### config.mk
export PLATFORM = sky130hd
export DESIGN_NAME = mul_share_arbiter
export DESIGN_NICKNAME = d
export VERILOG_FILES = /design/src/rtl/mul_share_pkg.sv /design/src/rtl/mul_rr_arb2.sv /design/src/rtl/mul_share_arbiter.sv
export SDC_FILE = /design/constraint.sdc
export NUM_CORES = 1
export LEC_CHECK = 0
export CAP_MARGIN = 20
export CORE_UTILIZATION = 36
export DETAILED_ROUTE_END_ITERATION = 8
export HOLD_SLACK_MARGIN = 0.03
export PLACE_DENSITY = 0.87
export SYNTH_ARGS = -nofsm -noshare
export SYNTH_HDL_FRONTEND = slang
export SYNTH_SLANG_ARGS = --single-unit
### constraint.sdc
create_clock -name clk -period 1.7 [get_ports clk]
set_input_delay 0.425 -clock clk [delete_from_list [all_inputs] [get_ports clk]]
set_output_delay 0.425 -clock clk [all_outputs]
set_load 0.02 [all_outputs]
### src/rtl/mul_share_pkg.sv
// Shared types and constants for the two-requester multiplier-sharing arbiter.
package mul_share_pkg;

  typedef enum logic [1:0] {
    IDLE  = 2'd0,
    CALC  = 2'd1,
    CALC2 = 2'd2,
    RESP  = 2'd3
  } state_t;

  localparam logic REQ0      = 1'b0;
  localparam logic REQ1      = 1'b1;
  localparam int   DEF_WIDTH = 8;

endpackage

### src/rtl/mul_rr_arb2.sv
// Two-way round-robin grant: a lone requester wins; on contention the one
// that was not granted last wins. Purely combinational.
module mul_rr_arb2
  import mul_share_pkg::*;
(
  input  logic [1:0] req,
  input  logic       ptr,
  output logic       gnt_vld,
  output logic       gnt_idx
);

  always_comb begin
    gnt_vld = |req;
    gnt_idx = REQ0;
    case (req)
      2'b01:   gnt_idx = REQ0;
      2'b10:   gnt_idx = REQ1;
      2'b11:   gnt_idx = ~ptr;
      default: gnt_idx = REQ0;
    endcase
  end

endmodule

### src/rtl/mul_share_arbiter.sv
// Shares one external WIDTHxWIDTH multiplier between two valid/ready requesters.
// Define MUL_PIPE_EN to register the multiplier output for one extra cycle (CALC2).
module mul_share_arbiter
  import mul_share_pkg::*;
#(
  parameter int WIDTH      = DEF_WIDTH,
  parameter bit FIRST_PRIO = 1'b0
) (
  input  logic               clk,
  input  logic               rst,
  input  logic               r0_valid,
  output logic               r0_ready,
  input  logic [WIDTH-1:0]   r0_a,
  input  logic [WIDTH-1:0]   r0_b,
  output logic               r0_rsp_valid,
  input  logic               r0_rsp_ready,
  output logic [2*WIDTH-1:0] r0_rsp_p,
  input  logic               r1_valid,
  output logic               r1_ready,
  input  logic [WIDTH-1:0]   r1_a,
  input  logic [WIDTH-1:0]   r1_b,
  output logic               r1_rsp_valid,
  input  logic               r1_rsp_ready,
  output logic [2*WIDTH-1:0] r1_rsp_p,
  output logic [WIDTH-1:0]   mul_a,
  output logic [WIDTH-1:0]   mul_b,
  input  logic [2*WIDTH-1:0] mul_p,
  output logic               busy
);

  localparam logic PTR_RST = ~FIRST_PRIO;

  state_t               state_q, state_d;
  logic                 ptr_q, ptr_d;
  logic                 gnt_q, gnt_d;
  logic [WIDTH-1:0]     op_a_q, op_a_d;
  logic [WIDTH-1:0]     op_b_q, op_b_d;
  logic [2*WIDTH-1:0]   rsp0_q, rsp0_d;
  logic [2*WIDTH-1:0]   rsp1_q, rsp1_d;
`ifdef MUL_PIPE_EN
  logic [2*WIDTH-1:0]   mulp_q, mulp_d;
`endif

  logic                 arb_vld;
  logic                 arb_idx;
  logic                 cap_en;
  logic [2*WIDTH-1:0]   cap_val;

  mul_rr_arb2 u_arb (
    .req     ({r1_valid, r0_valid}),
    .ptr     (ptr_q),
    .gnt_vld (arb_vld),
    .gnt_idx (arb_idx)
  );

  always_comb begin
    state_d      = state_q;
    ptr_d        = ptr_q;
    gnt_d        = gnt_q;
    op_a_d       = op_a_q;
    op_b_d       = op_b_q;
    rsp0_d       = rsp0_q;
    rsp1_d       = rsp1_q;
`ifdef MUL_PIPE_EN
    mulp_d       = mulp_q;
`endif
    r0_ready     = 1'b0;
    r1_ready     = 1'b0;
    r0_rsp_valid = 1'b0;
    r1_rsp_valid = 1'b0;
    cap_en       = 1'b0;
    cap_val      = mul_p;

    case (state_q)
      IDLE: begin
        // Ready is gated by rst so nothing is accepted while reset is held.
        if (arb_vld && !rst) begin
          if (arb_idx == REQ0) begin
            r0_ready = 1'b1;
            op_a_d   = r0_a;
            op_b_d   = r0_b;
          end else begin
            r1_ready = 1'b1;
            op_a_d   = r1_a;
            op_b_d   = r1_b;
          end
          gnt_d   = arb_idx;
          ptr_d   = arb_idx;
          state_d = CALC;
        end
      end
      CALC: begin
`ifdef MUL_PIPE_EN
        mulp_d  = mul_p;
        state_d = CALC2;
`else
        cap_en  = 1'b1;
        state_d = RESP;
`endif
      end
      CALC2: begin
`ifdef MUL_PIPE_EN
        cap_en  = 1'b1;
        cap_val = mulp_q;
        state_d = RESP;
`else
        state_d = IDLE;
`endif
      end
      RESP: begin
        if (gnt_q == REQ0) begin
          r0_rsp_valid = 1'b1;
          if (r0_rsp_ready) state_d = IDLE;
        end else begin
          r1_rsp_valid = 1'b1;
          if (r1_rsp_ready) state_d = IDLE;
        end
      end
      default: state_d = IDLE;
    endcase

    // Each port keeps its own product so the idle port's rsp_p never changes.
    if (cap_en) begin
      if (gnt_q == REQ0) rsp0_d = cap_val;
      else               rsp1_d = cap_val;
    end
  end

  always_ff @(posedge clk or posedge rst) begin
    if (rst) begin
      state_q <= IDLE;
      ptr_q   <= PTR_RST;
      gnt_q   <= REQ0;
      op_a_q  <= '0;
      op_b_q  <= '0;
      rsp0_q  <= '0;
      rsp1_q  <= '0;
`ifdef MUL_PIPE_EN
      mulp_q  <= '0;
`endif
    end else begin
      state_q <= state_d;
      ptr_q   <= ptr_d;
      gnt_q   <= gnt_d;
      op_a_q  <= op_a_d;
      op_b_q  <= op_b_d;
      rsp0_q  <= rsp0_d;
      rsp1_q  <= rsp1_d;
`ifdef MUL_PIPE_EN
      mulp_q  <= mulp_d;
`endif
    end
  end

  assign mul_a    = op_a_q;
  assign mul_b    = op_b_q;
  assign r0_rsp_p = rsp0_q;
  assign r1_rsp_p = rsp1_q;
  assign busy     = (state_q != IDLE);

endmodule
==> impl_results.md <==
- N_diodes: 0
- Max-Cap Viols: 0
- Final setup margin: -0.05731 ns
- Failing checks: negative setup slack
- Worst-path clk slew: 0.10 ns
- GR peak layer: met2
- Synth area leader: dfrtp_1
- Yosys Warn Count: 0
- Place WS: -0.7340 ns
- Worst-Skew Late Latency: 0.30 ns
- Final instance area: 3632 um2
- Number of nets in the layout: 324
- Share of layout cells above drive strength 1: 26.67%
- Post-route DRC: 0
- Synth Register Bits: 52
- Synth Instances: 148
- PD cells: 1828 nW/um2
- R2R depth: 5
- Core box area: 5642 um2
- Fin crit share: 103.4%
- Worst min path class: input port to asynchronous set/reset pin
- # IOs: 107
- Met3 usage: 5.172%
- GR Util met1: 22.79%
- Number of global-route vias before repair: 1849
- CTS sink cnt: 52
- WL final: 5.521 mm
- Fin crit period: 1.757 ns
- Area Overhead vs Synth: 69.07%
- Total CTS buffers: 5
- Final Hold Fails: 0
- Routed Antenna Nets: 0
- Global placement routability congestion: 0.6998
- Clock Tree Buf Depth: 2
- Final Setup Violations: 12
- DR iter-0 viols: 49
- Filler cells: 434
- Max VDD drop: 0.0007535 V
- Post-DR vias/cell: 4.982
- First drt pass iteration count: 4
- RSZ-0062 raised after global routing: yes
- CP Capture Point: r1_ready
- Port bufs: 106
- Reg2reg start: state_q[1]
- CTS tree: built
- Gr usage total: 18.38%
- Crit. End Element: output port
- Vias: 1704
- Sequential fraction of the synthesis area: 60.63%
- Die Y: 79.25 um
- FMAX: 0.5691 GHz
- Crit path required time: 1.27 ns
- DIE AREA: 6281 um2
- Yosys cell types: 21
- Syn Nets: 202
- Post-DP Area: 3359 um2
- Crit-path max FO: 2
- Yosys top cell area share: 59.41%
- Synth Area per Inst: 14.52 um2
- Setup CP Type: flop to output port
- Global-route wire length before repair: 8.976 mm
- WL/cell: 16.14 um
- Max-slew violation total from the final report: 0
- Leakage: 1.870 nW
- Crit path DAT: 1.33 ns
- Largest net degree at the start of global routing: 53
- Worst-Margin Slew: 0.2696 ns
- Reg2Reg Setup Slack: -0.01 ns
- Root Driver: clkbuf_8
- Synth Cell Area: 2148 um2
- Initial antenna violation count: 0
- CTS Hold Bufs: 0
- Critical path startpoint: state_q[0]
- Final HPWL DP: 3.758 mm
- Startpoint types: flop
- Initial core utilization: 38.08%
- Outcome: complete, but fails checks
- Worst Skew: 0.008657 ns
- Met2 usage: 31.55%
- Synth area leaders: dfrtp_1, mux2_2, a221o_1, o21a_1, dfstp_2
- Reg2Reg Capture Point: mul_a[4]
- H-tree lvl count: 2
- GRT Residual Overflow: 0
- Die Wd: 79.25 um
- Max-slew headroom: 82.03%
- Core Rows: 27
==> layout make-up <==
type	instances	area (um2)	area share [%]
clock buffers	5	68.82	1.895
clock inverters	2	60.06	1.653
inverters	2	8.758	0.2411
multi-input cells	84	787.0	21.67
flip-flops and latches	52	1303	35.86
well taps	72	90.09	2.480
repair buffers	125	1315	36.20
==> worst max-delay path: stages, from the launching register on <==
cell     delay, ns
dfrtp_1       0.43
nor3_4        0.22
and3_1        0.24
buf_6         0.13
==> cell usage after synthesis <==
cell,n
buf_8,1
nor3_1,2
o21a_1,18
dfstp_2,1
mux2_2,33
a21boi_0,1
nor2_1,3
clkbuf_1,2
nand2_1,2
or3_1,1
nor2b_1,1
dfrtp_1,51
nand3b_1,2
inv_1,1
nor3b_2,1
clkinv_1,1
a221o_1,16
buf_6,2
buf_2,5
or2_2,2
and3_1,2
==> stage by stage <==
step	cells	hold WS (ns)	TNS [ns]	utilization (%)	power, mW
after floorplan	148	0.5287	0	-	4.145
after global placement	330	0.4885	-7.135	59.55	5.714
after detailed placement	330	0.4943	-8.472	59.55	5.829
after CTS	340	0.4817	-0.1136	62.21	6.715
after global routing	342	0.5171	-1.024	64.38	7.037
final	342	0.4921	-0.1585	64.38	6.639
==> report_power, final <==
part	total, mW	internal [mW]	leakage (nW)	switching, mW
Sequential	2.19	1.86	0.622	0.325
Combinational	3.48	1.85	1.18	1.62
Clock	0.974	0.580	0.0642	0.394
Total	6.64	4.30	1.87	2.34
==> layout by cell type (no fill, tap or decap), drive strengths merged, types with 3 or more instances in the layout <==
master / Yosys / layout
dlymetal6s2s: 0 / 32
clkbuf: 2 / 6
nor2: 3 / 3
o21a: 18 / 18
a221o: 16 / 16
buf: 8 / 23
dlygate4sd2: 0 / 19
mux2: 33 / 33
dfrtp: 51 / 51
clkdlybuf4s50: 0 / 50
==> cell families after synthesis <==
group | Yosys count | share of synthesized area (%)
buffers and inverters | 12 | 3.610
AO/OA/AOI/OAI | 35 | 14.09
multiplexers | 33 | 17.30
flip-flops | 52 | 60.63
AND/OR/NAND/NOR | 16 | 4.368
==> sequential cells by signal (all words and copies together), names as in the netlist <==
name / flops
state_q: 2
r1_rsp_p: 16
gnt_q: 1
ptr_q: 1
r0_rsp_p: 16
mul_b: 8
mul_a: 8
==> layer usage <==
metal / wire (um) / share of wire, % / up-vias
met5: 0 / 0 / -
met4: 32 / 0.58 / 0
met3: 384 / 7.0 / 4
met2: 2812 / 51 / 72
met1: 2291 / 41 / 833
li1: - / - / 795
==> worst min-delay path by stage <==
| stage | to | start | slack, ns | cells past startpoint |
|---|---|---|---|---|
| floorplan | ptr_q | ptr_q | 0.53 | 1 |
| global placement | r1_rsp_p[3] | r1_rsp_p[3] | 0.49 | 1 |
| detailed placement | r0_rsp_p[2] | r0_rsp_p[2] | 0.49 | 1 |
| CTS | state_q[1] | rst | 0.48 | 4 |
| global route | r1_rsp_p[12] | rst | 0.52 | 4 |
| finish | state_q[1] | rst | 0.49 | 4 |
==> repair_timing <==
item,4_1_cts,5_1_grt
pin swaps,3,19
gates cloned,1,1
buffers inserted,2,1
gates resized for setup,51,37
endpoints found under the setup margin,37,52
Note: power is estimated with default switching activity, not from simulation.
==> RTL change 1, RTL diff (same settings) <==
`FIRST_PRIO`: 1'b0 -> 1'b1.
--- a/src/rtl/mul_share_arbiter.sv
+++ b/src/rtl/mul_share_arbiter.sv
@@ -5,5 +5,5 @@
 #(
   parameter int WIDTH      = DEF_WIDTH,
-  parameter bit FIRST_PRIO = 1'b0
+  parameter bit FIRST_PRIO = 1'b1
 ) (
   input  logic               clk,
Behaviour: not the same (a bounded check fails within 4 cycles, from zero or initial values and one cycle with rst high).
==> RTL change 1 against the unedited design <==
- the flow still finishes with violations (setup timing)
- via count is 6.5% higher
- worst setup slack worse by 0.12 ns
- design area is 1.2% higher
- die area is 3.2% higher
- maximum frequency is 6.5% lower
- register-to-register slack better by 0.14 ns
- final cell count is 5.6% higher
- routed wire length is 0.22% lower
- synthesized area is 3.3% higher
- synthesized cell count is 10% higher
- power is 2.2% lower
- global-route usage is 0.73 points lower
- sequential cell count is 1 lower
- largest power group unchanged
==> RTL change 1: results (changes against the unedited design) <==
INFO  metric detailed_place.area = 0.00347 mm^2 (+3.3%)
INFO  metric violations_in_the_final_reports = setup timing
INFO  metric clk_pin_slew = 0.08 ns (-0.02 ns)
INFO  metric synthesis.area_per_instance = 13.6 um^2 (-6.2%)
INFO  metric finalNetCount = 340 (+4.9%)
INFO  metric grtUsageTotal = 17.7% (-0.73 points)
INFO  metric p_leak = 1.86 nW (-0.28%)
INFO  metric routed-via-count = 1815 (+6.5%)
INFO  metric run_status = finished, violations left
INFO  metric global_routing_met3_resource_utilization = 4.09% (-1.1 points)
INFO  metric routedLengthMet1 = 2.22 mm (-3.1%)
INFO  metric drive_gt1_share = 29.0% (+2.4 points)
INFO  metric wl_met3 = 299 um (-22%)
INFO  metric finalWeightedCongestion = 0.734 (+4.9%)
INFO  metric groute.layer.met2.usage = 31.6% (+0.058 points)
INFO  metric setup.reg_to_reg.worst_slack = 0.13 ns (+0.14 ns)
INFO  metric post_drt_wl_per_cell = 15.3 um (-5.5%)
INFO  metric global_route.usage.met1 = 20.6% (-2.2 points)
INFO  metric postSynthNetCount = 217 (+7.4%)
INFO  metric relative_slew_slack = 74.3% (-7.7 points)
INFO  metric setup_tns = -0.262 ns (-0.103 ns)
INFO  metric ir_drop = 0.000808 V (+7.2%)
INFO  metric numPlacedInstances = 350 (+6.1%)
INFO  metric worst_slack = -0.180 ns (-0.123 ns)
INFO  metric synth_commonest_cells = 51 x sky130_fd_sc_hd__dfrtp_1, 22 x sky130_fd_sc_hd__mux2_2, 18 x sky130_fd_sc_hd__nand2_1
INFO  metric final_setup_fails = 2 (-10)
INFO  metric grt_max_degree = 32 (-40%)
INFO  metric skew = 0.00567 ns (-0.00299 ns)
INFO  metric ys_seq_area_share = 57.5% (-3.1 points)
INFO  metric post-dp-hpwl = 4.06 mm (+8.0%)
INFO  metric worstPathArrival = 1.45 ns (+0.12 ns)
INFO  metric dominant_cells_by_area_after_synthesis = sky130_fd_sc_hd__dfrtp_1 57%, sky130_fd_sc_hd__mux2_2 11%, sky130_fd_sc_hd__a221o_1 7.2%
INFO  metric place_ws = -0.785 ns (-0.0512 ns)
INFO  metric met2_length = 2.93 mm (+4.1%)
INFO  metric cellInternalPower = 4.16 mW (-3.3%)
INFO  metric critical_path.max_stage_delay = 0.41 ns (-0.02 ns)
INFO  metric fillCellCount = 491 (+13%)
INFO  metric final_non_filler_cells = 361 (+5.6%)
-- RTL change 1: layout make-up --
| class | count | area [um^2] | area share, % |
|---|---|---|---|
| clock buffer | 6 | 72.6 | 1.97 |
| timing repair buffer | 128 | 1310 | 35.5 |
| tap | 75 | 93.8 | 2.55 |
| inverter | 3 | 15.0 | 0.408 |
| sequential | 51 | 1280 | 34.7 |
| clock inverter | 1 | 30.0 | 0.817 |
| multi-input combinational | 97 | 885 | 24.1 |
-- RTL change 1: logic make-up (layout without fill, tap and decap cells) --
| family | after synthesis | count (layout) | share of synthesized area, % |
|---|---|---|---|
| multiplexers | 33 | 33 | 18.4 |
| AND/OR/NAND/NOR | 45 | 45 | 12.0 |
| buffers and inverters | 15 | 138 | 4.00 |
| flip-flops | 51 | 51 | 57.5 |
| AO/OA/AOI/OAI | 19 | 19 | 8.17 |
-- RTL change 1: worst reg2reg max path: cells and delay by family (launching register included) --
| family | cells | cell delay, ns |
|---|---|---|
| flops | 1 | 0.42 |
| buf+inv | 3 | 0.46 |
| compound gates | 1 | 0.36 |
| simple gates | 2 | 0.22 |
-- RTL change 1: power by group through the flow --
stage / sequential, mW / clock, mW / combinational (mW)
2_1_floorplan: 2.86 / 0 / 1.29
3_3_place_gp: 2.17 / 0 / 3.65
3_5_place_dp: 2.18 / 0 / 3.74
4_1_cts: 2.17 / 0.820 / 3.66
5_1_grt: 2.22 / 0.864 / 3.78
6_report: 2.14 / 0.785 / 3.56
-- RTL change 1: path summary, 6_finish.rpt --
kind | from | end | cells after the start
max | state_q[1] | r0_ready | 3
min in group clk | r1_rsp_p[8] | r1_rsp_p[8] | 1
max reg2reg | state_q[0] | mul_b[0] | 6
min | rst | mul_a[4] | 4
max in group asynchronous | rst | r0_rsp_p[15] | 4
min reg2reg | r1_rsp_p[8] | r1_rsp_p[8] | 1
==> RTL change 2, RTL diff (config.mk and constraints unchanged) <==
Without the edit above. Re-encode `state_t` (4 states) as one-hot, 4 bits wide.
--- a/src/rtl/mul_share_pkg.sv
+++ b/src/rtl/mul_share_pkg.sv
@@ -2,9 +2,9 @@
 package mul_share_pkg;
 
-  typedef enum logic [1:0] {
-    IDLE  = 2'd0,
-    CALC  = 2'd1,
-    CALC2 = 2'd2,
-    RESP  = 2'd3
+  typedef enum logic [3:0] {
+    IDLE  = 4'b0001,
+    CALC  = 4'b0010,
+    CALC2 = 4'b0100,
+    RESP  = 4'b1000
   } state_t;
 
Formal check against the unedited RTL: same outputs for any inputs over 10 cycles, from zero or initial values and one cycle with rst high; not proved beyond that.
==> RTL change 2 against the unedited design <==
- the flow still finishes with violations (setup timing)
- sequential share of layout area fell by 0.72 points
- critical path depth rose by 1
- sequential cell count rose by 1
- power fell by 13%
- synthesized area rose by 6.7%
- worst setup slack got worse by 0.090 ns
- routed wire length fell by 4.9%
- design area rose by 4.1%
- core utilization fell by 1.6 points
- combinational power fell by 17%
==> RTL change 2: results (changes against the unedited design) <==
INFO  metric run_status = finished, violations left
INFO  metric violations_in_the_final_reports = setup timing
INFO  metric setup_tns = -0.455 ns (-0.296 ns)
INFO  metric worstPathArrival = 1.42 ns (+0.09 ns)
INFO  metric max_slew.worst_pin.slew = 0.288 ns (+0.0188 ns)
INFO  metric worst_slack = -0.147 ns (-0.0897 ns)
INFO  metric drt_pass1_iterations = 4 (unchanged)
INFO  metric fp.dieArea = 0.00669 mm^2 (+6.5%)
INFO  metric grtUsageTotal = 16.2% (-2.2 points)
INFO  metric slowest_stage = sky130_fd_sc_hd__dfstp_2
INFO  metric finalNetCount = 326 (+0.62%)
INFO  metric power_switching = 2.02 mW (-14%)
INFO  metric critPathMaxFanout = 3 (+1)
INFO  metric ys_seq_area_share = 58.0% (-2.7 points)
INFO  metric numPlacedInstances = 336 (+1.8%)
INFO  metric dominant_cells_by_area_after_synthesis = sky130_fd_sc_hd__dfrtp_1 56%, sky130_fd_sc_hd__mux2_2 32%, sky130_fd_sc_hd__dfstp_2 2.3%
INFO  metric via_per_inst = 4.79 (-3.9%)
INFO  metric skew = 0.0118 ns (+0.00311 ns)
INFO  metric r2r_end = mul_a[0]
INFO  metric postSynthNetCount = 203 (+0.50%)
INFO  metric synth_commonest_cells = 66 x sky130_fd_sc_hd__mux2_2, 51 x sky130_fd_sc_hd__dfrtp_1, 3 x sky130_fd_sc_hd__buf_4, 3 x sky130_fd_sc_hd__nand2b_1
INFO  metric seq-power = 2.12 mW (-3%)
INFO  metric ir_drop = 0.000967 V (+28%)
INFO  metric grt_max_degree = 54 (+1.9%)
INFO  metric synth_cell_types = 26 (+24%)
INFO  metric setup.reg_to_reg.worst_slack = 0.06 ns (+0.07 ns)
INFO  metric fillCellCount = 479 (+10%)
INFO  metric finalWeightedCongestion = 0.767 (+9.5%)
INFO  metric comb_power_share = 50.1% (-2.3 points)
INFO  metric p_leak = 1.95 nW (+4.3%)
INFO  metric final_setup_fails = 4 (-8)
INFO  metric synth-compound-area-share = 1.20% (-13 points)
INFO  metric fin_worst_hold_slack = 0.326 ns (-0.166 ns)
INFO  metric place_ws = -0.816 ns (-0.0824 ns)
INFO  metric final_non_filler_cells = 348 (+1.8%)
INFO  metric grt_pass1_wl = 8.25 mm (-8.1%)
INFO  metric htree_num_levels = 2 (unchanged)
INFO  metric critical_path.max_stage_delay = 0.54 ns (+0.11 ns)
INFO  metric post_drt_wl_per_cell = 15.1 um (-6.6%)
INFO  metric dr.first_iter.drc_count = 20 (-59%)
INFO  metric clock_share_of_power = 13.1% (-1.6 points)
INFO  metric syn-instance-count = 149 (+0.68%)
INFO  metric drive_gt1_share = 40.3% (+14 points)
INFO  metric grt_pass1_vias = 1761 (-4.8%)
INFO  metric crit_family = flip-flops
INFO  metric critPathLaunch = state_q[0]
-- RTL change 2: what timing repair did --
action	CTS	global route
endpoints found under the setup margin	38	47
pin swaps	2	0
buffers inserted	3	1
resized for setup	53	34
gates cloned	0	1
-- RTL change 2: logic make-up after synthesis --
kind of cell,count (synthesis)
multiplexers,67
flip-flops,53
AO/OA/AOI/OAI,4
buffers and inverters,9
AND/OR/NAND/NOR,16
-- RTL change 2: per-layer routing --
metal / global-route usage (%) / vias up / share of wire [%]
met5: 0 / - / 0
met4: 5.44 / 0 / 1.8
met3: 3.67 / 11 / 7.2
met2: 28.8 / 65 / 50
met1: 19.2 / 813 / 41
li1: - / 778 / -
-- RTL change 2: cell type report --
type                            count  area, um^2  area share [%]
Clock buffer                        7        96.3            2.55
Clock inverter                      1        5.00           0.132
Inverter                            2        11.3           0.298
Multi-Input combinational cell     87         941            24.9
Sequential cell                    53        1330            35.1
Tap cell                           75        93.8            2.48
Timing Repair Buffer              123        1310            34.5
